File: src/rtl/alu_pkg.sv
// rtl/alu_pkg.sv - opcode constants and response state type shared by alu and alu_arbiter
package alu_pkg;

  localparam int OP_W = 4;

  localparam logic [OP_W-1:0] OP_ADD = 4'd0;
  localparam logic [OP_W-1:0] OP_SUB = 4'd1;
  localparam logic [OP_W-1:0] OP_AND = 4'd2;
  localparam logic [OP_W-1:0] OP_OR  = 4'd3;
  localparam logic [OP_W-1:0] OP_NOP = 4'd15;

  typedef enum logic {
    ST_EMPTY = 1'b0,
    ST_FULL  = 1'b1
  } rsp_state_t;

endpackage

File: src/rtl/alu.sv
// rtl/alu.sv - combinational ALU: add/sub/and/or with zero and signed greater-than flags
module alu
  import alu_pkg::*;
#(
  parameter int DATA_W = 32
) (
  input  logic [OP_W-1:0]   op,
  input  logic [DATA_W-1:0] a,
  input  logic [DATA_W-1:0] b,
  output logic [DATA_W-1:0] result,
  output logic              zero,
  output logic              gt
);

  // Unknown opcodes (including NOP) produce 0; gt still reflects the operands.
  always_comb begin
    result = '0;
    case (op)
      OP_ADD:  result = a + b;
      OP_SUB:  result = a - b;
      OP_AND:  result = a & b;
      OP_OR:   result = a | b;
      OP_NOP:  result = '0;
      default: result = '0;
    endcase
  end

  assign zero = (result == '0);
  assign gt   = ($signed(a) > $signed(b));

endmodule

File: src/rtl/alu_arbiter.sv
// rtl/alu_arbiter.sv - round-robin arbiter feeding one shared ALU into a single-entry response register
// Optional performance counters are compiled in with `define ALU_ARBITER_PERF_EN.
module alu_arbiter
  import alu_pkg::*;
#(
  parameter int NREQ   = 2,
  parameter int DATA_W = 32
) (
  input  logic                   clk,
  input  logic                   rst,
  input  logic [NREQ-1:0]        req_valid,
  output logic [NREQ-1:0]        req_ready,
  input  logic [OP_W*NREQ-1:0]   req_op,
  input  logic [DATA_W*NREQ-1:0] req_a,
  input  logic [DATA_W*NREQ-1:0] req_b,
  output logic                   rsp_valid,
  input  logic                   rsp_ready,
  output logic [1:0]             rsp_id,
  output logic [DATA_W-1:0]      rsp_result,
  output logic                   rsp_zero,
  output logic                   rsp_gt,
  output logic [31:0]            perf_accept_cnt,
  output logic [31:0]            perf_stall_cnt
);

  rsp_state_t        state, state_nxt;
  logic [1:0]        last_grant;
  logic [1:0]        winner;
  logic              found;
  logic              can_issue;
  logic              accept;
  logic [OP_W-1:0]   alu_op;
  logic [DATA_W-1:0] alu_a, alu_b, alu_result;
  logic              alu_zero, alu_gt;

  // Search starts one past the last granted requester and wraps at NREQ.
  always_comb begin
    winner = '0;
    found  = 1'b0;
    for (int d = 1; d <= NREQ; d++) begin
      for (int i = 0; i < NREQ; i++) begin
        if (!found && req_valid[i] && (i == (int'(last_grant) + d) % NREQ)) begin
          winner = 2'(i);
          found  = 1'b1;
        end
      end
    end
  end

  always_comb begin
    alu_op = '0;
    alu_a  = '0;
    alu_b  = '0;
    for (int i = 0; i < NREQ; i++) begin
      if (winner == 2'(i)) begin
        alu_op = req_op[i*OP_W +: OP_W];
        alu_a  = req_a[i*DATA_W +: DATA_W];
        alu_b  = req_b[i*DATA_W +: DATA_W];
      end
    end
  end

  alu #(.DATA_W(DATA_W)) u_alu (
    .op     (alu_op),
    .a      (alu_a),
    .b      (alu_b),
    .result (alu_result),
    .zero   (alu_zero),
    .gt     (alu_gt)
  );

  assign accept = |(req_valid & req_ready);

  always_ff @(posedge clk) begin
    if (rst) begin
      state      <= ST_EMPTY;
      last_grant <= 2'(NREQ - 1);
      rsp_id     <= '0;
      rsp_result <= '0;
      rsp_zero   <= 1'b0;
      rsp_gt     <= 1'b0;
    end else begin
      state <= state_nxt;
      if (accept) begin
        last_grant <= winner;
        rsp_id     <= winner;
        rsp_result <= alu_result;
        rsp_zero   <= alu_zero;
        rsp_gt     <= alu_gt;
      end
    end
  end

  always_comb begin
    state_nxt = state;
    case (state)
      ST_EMPTY: if (accept) state_nxt = ST_FULL;
      ST_FULL:  if (rsp_ready && !accept) state_nxt = ST_EMPTY;
      default:  state_nxt = ST_EMPTY;
    endcase
  end

  // Grants are suppressed while the held response is stalled and during reset.
  always_comb begin
    rsp_valid = (state == ST_FULL);
    can_issue = !rsp_valid || rsp_ready;
    req_ready = '0;
    for (int i = 0; i < NREQ; i++) begin
      req_ready[i] = !rst && can_issue && found && (winner == 2'(i));
    end
  end

`ifdef ALU_ARBITER_PERF_EN
  logic [31:0] accept_cnt, stall_cnt;

  always_ff @(posedge clk) begin
    if (rst) begin
      accept_cnt <= '0;
      stall_cnt  <= '0;
    end else begin
      if (accept && (accept_cnt != 32'hFFFF_FFFF)) accept_cnt <= accept_cnt + 32'd1;
      if (rsp_valid && !rsp_ready && (stall_cnt != 32'hFFFF_FFFF)) stall_cnt <= stall_cnt + 32'd1;
    end
  end

  assign perf_accept_cnt = accept_cnt;
  assign perf_stall_cnt  = stall_cnt;
`else
  assign perf_accept_cnt = 32'd0;
  assign perf_stall_cnt  = 32'd0;
`endif

endmodule

File: config.mk
export PLATFORM = sky130hd
export DESIGN_NAME = alu_arbiter
export DESIGN_NICKNAME = d
export VERILOG_FILES = /design/src/rtl/alu_pkg.sv /design/src/rtl/alu.sv /design/src/rtl/alu_arbiter.sv
export SDC_FILE = /design/constraint.sdc
export NUM_CORES = 1
export LEC_CHECK = 0
export CAP_MARGIN = 10
export CORE_MARGIN = 4
export CORE_UTILIZATION = 49
export CTS_CLUSTER_SIZE = 20
export DETAILED_ROUTE_END_ITERATION = 7
export PLACE_DENSITY_LB_ADDON = 0.05
export SETUP_SLACK_MARGIN = 0.1
export SLEW_MARGIN = 15
export SYNTH_ARGS = -nofsm -noshare
export SYNTH_HDL_FRONTEND = slang
export SYNTH_SLANG_ARGS = --single-unit
File: constraint.sdc
create_clock -name clk -period 7.9 [get_ports clk]
set_input_delay 2.37 -clock clk [delete_from_list [all_inputs] [get_ports clk]]
set_output_delay 2.37 -clock clk [all_outputs]
set_load 0.005 [all_outputs]
==> results.cfg, run 1 <==
[clock_network]
h-tree-depth = 2
ctsHoldBuffers = 0
clock-sinks = 37
clockRootBuffer = clkbuf_16
clk_pin_slew_ps = 60
numCtsBuffers = 5
cts_max_path_buffers = 2
tritoncts = yes
clock_latency_ps = 280

[timing]
drv_slew = 0
skew_ps = 5.41
worstMarginPinSlew_ps = 1090
period_minus_slack_ps = 7460
hold_violations = 0
rsz0062_at_grt = no
fmax_mhz = 134
setup_violations = 0
max_slew_margin_pct = 27.1
tns_ps = 0
min_period_over_period_pct = 94.4

[floorplan]
dieHeight_um = 135
dieArea_um2 = 18200
initial_core_util_pct = 49.8
rows = 46
num_io_pins = 244
core_area_um2 = 15800
die_width_um = 135

[synth]
yosysUniqueCellTypes = 81
yosys_register_bits = 37
async_reset_ff_share_pct = 0
syn_inst = 1206
syn_area_um2 = 7880
synth_edf_count = 0
syn_area_per_cell_um2 = 6.54
synth_ff_type = dfxtp_1
ys_seq_area_share_pct = 9.40
ys_warn_count = 0

[drt]
ant_nets = 0
drc = 0
drt_iter0_drc = 911
routed-via-count = 9129
wirelength_mm = 29.0
wire_per_inst_um = 18.6
vias_per_cell = 5.84
dr.pass1.iters = 5

[cells_and_area]
stdcell_count = 1564
syn_to_final_growth_pct = 23.8
drive_gt1_share_pct = 4.82
layout.nets = 1595
final.fill_count = 1554
num_antenna_cells = 0

[placed_design]
gp_congestion = 1.07
dpl.hpwl_mm = 23.4
post-place-cells = 1556
port_buffers = 178

[setup_path]
start_kind = primary input
crit_fanout = 27
arrival_ps = 7680
path_class = primary input to flop
worstSetupEndpointType = flop
required_ps = 8120

[grt]
grt_usage_pct = 30.1
grt_pass1_vias = 8572
antenna_found_initial = 0
grt_max_degree = 45
grt_pass1_wl_mm = 44.6
grt.overflow.total = 0

[pwr]
p_leak_uw = 0.00451
peakVddDrop_v = 0.0000835
p_per_area_nw_per_um2 = 136

[hold_path]
hold_class = flop to flop

[run]
maxCapViolations = 0

[outcome]
status = finished clean
-- Yosys cell counts (all sizes together) (5+ instances only) --
| cell | count | area [um^2] |
|---|---|---|
| nand4 | 19 | 119 |
| dfxtp | 37 | 741 |
| a31o | 7 | 61.3 |
| buf | 82 | 588 |
| o21a | 5 | 37.5 |
| nand2 | 260 | 976 |
| a2111oi | 7 | 73.8 |
| o211ai | 12 | 90.1 |
| nor2 | 74 | 278 |
| mux2 | 5 | 56.3 |
| inv | 88 | 330 |
| nor4 | 17 | 106 |
| nand3 | 42 | 215 |
| a31oi | 13 | 81.3 |
| o221ai | 9 | 78.8 |
| o22ai | 6 | 37.5 |
| o21ai | 57 | 289 |
| o21bai | 10 | 75.1 |
| nor2b | 14 | 87.6 |
| o31ai | 9 | 67.6 |
| o21ba | 5 | 50.1 |
| clkbuf | 48 | 180 |
| a221oi | 7 | 67.6 |
| and3 | 9 | 61.3 |
| a221o | 6 | 60.1 |
| nand2b | 5 | 31.3 |
| a211oi | 13 | 97.6 |
| mux2i | 9 | 90.1 |
| a21o | 20 | 150 |
| ha | 105 | 1310 |
| nor3 | 33 | 165 |
| xnor2 | 14 | 123 |
| a21oi | 81 | 413 |
-- layout by cell type, fill, tap and decap left out, types with 17 or more instances in the layout --
| cell type | synthesis | layout |
|---|---|---|
| a21o_1 | 20 | 20 |
| a21oi_1 | 79 | 79 |
| buf_4 | 72 | 22 |
| clkdlybuf4s50_1 | 0 | 178 |
| conb_1 | 1 | 65 |
| dfxtp_1 | 37 | 37 |
| ha_1 | 105 | 105 |
| inv_1 | 88 | 87 |
| nand2_1 | 260 | 259 |
| nand3_1 | 41 | 41 |
| nand4_1 | 19 | 19 |
| nor2_1 | 74 | 74 |
| nor3_1 | 33 | 33 |
| nor4_1 | 17 | 17 |
| o21ai_0 | 53 | 53 |
-- registers in the layout, summed over array words and instances (netlist names) --
| signal | count |
|---|---|
| rsp_result | 32 |
| last_grant | 1 |
| rsp_gt | 1 |
| rsp_id | 1 |
| rsp_valid | 1 |
| rsp_zero | 1 |
-- per-stage QoR --
stage | hold slack [ps] | utilization, % | area, um^2 | worst slack (ps) | total power [uW]
global route | 476 | 61.7 | 9760 | 195 | 1420
global placement | 443 | 60.6 | 9590 | 422 | 1070
finish | 457 | 61.7 | 9760 | 440 | 1330
detailed placement | 447 | 60.6 | 9590 | 291 | 1070
CTS | 457 | 61.6 | 9760 | 511 | 1310
floorplan | 450 | - | 8120 | 1330 | 806
-- metal layers --
metal	part of all wire (%)	GRT usage (%)
met3	6.9	2.87
met2	47	52.2
met4	4.6	11.9
met1	41	38.4
met5	0	0
-- final cells by class --
cell class | count | area, um^2 | share of cell area (%)
Clock inverter | 3 | 46.3 | 0.474
Inverter | 89 | 334 | 3.42
Multi-Input combinational cell | 1014 | 6290 | 64.5
Timing Repair Buffer | 200 | 1950 | 20.0
Clock buffer | 5 | 125 | 1.28
Sequential cell | 37 | 741 | 7.59
Tap cell | 216 | 270 | 2.77
-- worst max-delay path: stages --
cell	delay, ps
clkdlybuf4s50_1	500
nand2_1	120
nand2_2	320
nand2_1	170
nand2_1	130
ha_1	300
fa_1	490
a211oi_1	410
o21ai_1	270
a311o_1	460
a31o_2	300
a31oi_1	390
xnor2_1	170
o221ai_1	160
a2111oi_1	410
nand4_1	160
nor4_1	360
a31o_1	190
-- path summary, 6_finish.rpt --
| path | start | endpoint | slack (ps) | cells past startpoint |
|---|---|---|---|---|
| worst max-delay path | req_valid[0] | rsp_zero | 440 | 18 |
| worst min-delay path | rsp_result[24] | rsp_result[24] | 460 | 2 |
| worst max register to register | last_grant[0] | rsp_zero | 2710 | 17 |
| worst min register to register | rsp_result[24] | rsp_result[24] | 460 | 2 |
-- cells by family after synthesis --
family | Yosys count | share of synthesized area (%)
muxes | 14 | 1.86
and+or+nand+nor | 501 | 28.6
other | 1 | 0.0476
AOI/OAI and AO/OA | 309 | 26.9
DFF | 37 | 9.40
xor gates and xnor gates | 18 | 2.00
buffers and inverters | 219 | 14.0
adders and majority gates | 107 | 17.2
-- where the power goes --
part | switching [uW] | internal, uW | total, uW
Sequential | 9.60 | 203 | 213
Clock | 83.4 | 149 | 233
Combinational | 533 | 351 | 884
-- timing repair --
action	4_1_cts	5_1_grt
gates resized for setup	0	1
buffers inserted	0	0
hold endpoints to repair	0	0
endpoints found under the setup margin	0	1
Note: power is estimated with default switching activity, not from simulation.
==> inputs of run 2 (changes only) <==
--- a/config.mk
+++ b/config.mk
@@ -7,11 +7,10 @@
 export LEC_CHECK = 0
 export CAP_MARGIN = 10
 export CORE_MARGIN = 4
-export CORE_UTILIZATION = 49
+export CORE_UTILIZATION = 53
 export CTS_CLUSTER_SIZE = 20
 export DETAILED_ROUTE_END_ITERATION = 7
 export PLACE_DENSITY_LB_ADDON = 0.05
-export SETUP_SLACK_MARGIN = 0.1
 export SLEW_MARGIN = 15
 export SYNTH_ARGS = -nofsm -noshare
 export SYNTH_HDL_FRONTEND = slang
==> constraint.sdc (replaced) <==
create_clock -name clk -period 9.46 [get_ports clk]
set_input_delay 2.838 -clock clk [delete_from_list [all_inputs] [get_ports clk]]
set_output_delay 2.838 -clock clk [all_outputs]
set_load 0.005 [all_outputs]
==> results.cfg, run 2 (same netlist as run 1, synthesis figures left out) <==
[outcome]
status = finished clean

[clock_network]
clock_latency_ps = 290
tritoncts = yes
clk_pin_slew_ps = 60
cts_max_path_buffers = 2
clockRootBuffer = clkbuf_16
clock-sinks = 37
cts_resized = 0
h-tree-depth = 2
cts_setup_buffers = 0
ctsHoldBuffers = 0
numCtsBuffers = 5

[drt]
vias_per_cell = 6.01
wirelength_mm = 28.8
ant_nets = 0
drc = 0
wire_per_inst_um = 18.9
dr.pass1.iters = 6
drt_iter0_drc = 940
routed-via-count = 9152

[run]
maxCapViolations = 0

[setup_path]
worstSetupEndpointType = flop
start_kind = primary input
reg2reg_slack_ps = 4130
required_ps = 9700
rr_worst_depth = 17
crit_fanout = 43
path_class = primary input to flop
reg2reg_to = rsp_zero
worstSetupStartpoint = req_valid[0]
reg2reg_from = last_grant[0]
arrival_ps = 8310

[timing]
max_slew_margin_pct = 19.9
skew_ps = 7.64
hold_violations = 0
period_minus_slack_ps = 8070
fmax_mhz = 124
tns_ps = 0
min_period_over_period_pct = 85.3
drv_slew = 0
worstMarginPinSlew_ps = 1200
rsz0062_at_grt = no
setup_violations = 0

[cells_and_area]
top_register = rsp_result
final_common_cell = nand2_1
largest_reg_flops = 32
layout.nets = 1587
fin_util_pct = 66.5
syn_to_final_growth_pct = 22.6
num_antenna_cells = 0
drive_gt1_share_pct = 4.25
final_cell_mix = nand2_1 (259), clkdlybuf4s50_1 (178), ha_1 (105)

[pwr]
p_per_area_nw_per_um2 = 115
peakVddDrop_v = 0.0000735
p_leak_uw = 0.00448

[hold_path]
hp-start = rsp_result[24]
hold_depth = 2
hold_class = flop to flop
hold_end = rsp_result[24]

[grt]
grt_usage_pct = 32.5
grt_max_degree = 44
grt_pass1_vias = 8486
grt_pass1_wl_mm = 44.2
antenna_found_initial = 0
grt.overflow.total = 0

[floorplan]
core_area_um2 = 14500
die_width_um = 130
dieArea_um2 = 16900
rows = 44
num_io_pins = 244
initial_core_util_pct = 54.2
dieHeight_um = 130

[placed_design]
dpl.hpwl_mm = 23.0
port_buffers = 178
gp_congestion = 1.04
-- run 2: cell types whose count changed in the layout (fill, tap and decap cells not counted) --
cell / delta
clkinv_4: -1
inv_1: +1
clkinv_1: -1
clkbuf_8: +1
a2111oi_1: -1
buf_4: -8
a2111oi_0: +1
-- run 2: layout make-up --
class	count	area, um^2
sequential	37	741
tap	184	230
fill	1344	4870
inverter	89	334
multi-input combinational	1014	6290
clock inverter	2	37.5
timing repair buffer	192	1890
clock buffer	6	139
-- run 2: routing by layer --
metal,vias up,global-route usage [%],routed length [um]
met3,108,3.56,2230
met4,0,14.0,1240
met1,4203,40.3,11600
li1,4360,-,-
met2,481,57.0,13700
met5,-,0,0
-- run 2: how the worst max path moves through the flow --
stage                     to  slack [ps]
floorplan           rsp_zero        2420
global placement    rsp_zero        1320
detailed placement  rsp_zero        1200
CTS                 rsp_zero        1500
global route        rsp_zero        1020
finish              rsp_zero        1390
-- run 2: worst max-delay path, stage by stage --
cell             delay, ps
clkdlybuf4s50_1        490
nand2_1                120
nand2_2                460
nand2_1                280
nand2_1                130
ha_1                   290
fa_1                   490
a211oi_1               380
o21ai_1                240
a311o_1                440
a31o_2                 310
a31oi_1                360
xnor2_1                160
o221ai_1               190
a2111oi_0              510
nand4_1                160
nor4_1                 290
a31o_1                 170
-- run 2: power breakdown --
group	leakage [uW]	total, uW	internal (uW)	switching, uW
clock	0.0000831	204	132	72.0
combinational	0.00410	733	287	446
sequential	0.000302	178	170	8.06
-- run 2: metrics by stage --
| stage | worst slack, ps | hold slack (ps) | total power [uW] | instance area (um^2) | std cells |
|---|---|---|---|---|---|
| 4_1_cts | 1500 | 454 | 1100 | 9660 | 1524 |
| 5_1_grt | 1020 | 468 | 1190 | 9660 | 1524 |
| 3_3_place_gp | 1320 | 442 | 888 | 9490 | 1516 |
| 2_1_floorplan | 2420 | 450 | 673 | 8120 | 1270 |
| 6_report | 1390 | 451 | 1120 | 9660 | 1524 |
| 3_5_place_dp | 1200 | 445 | 891 | 9490 | 1516 |
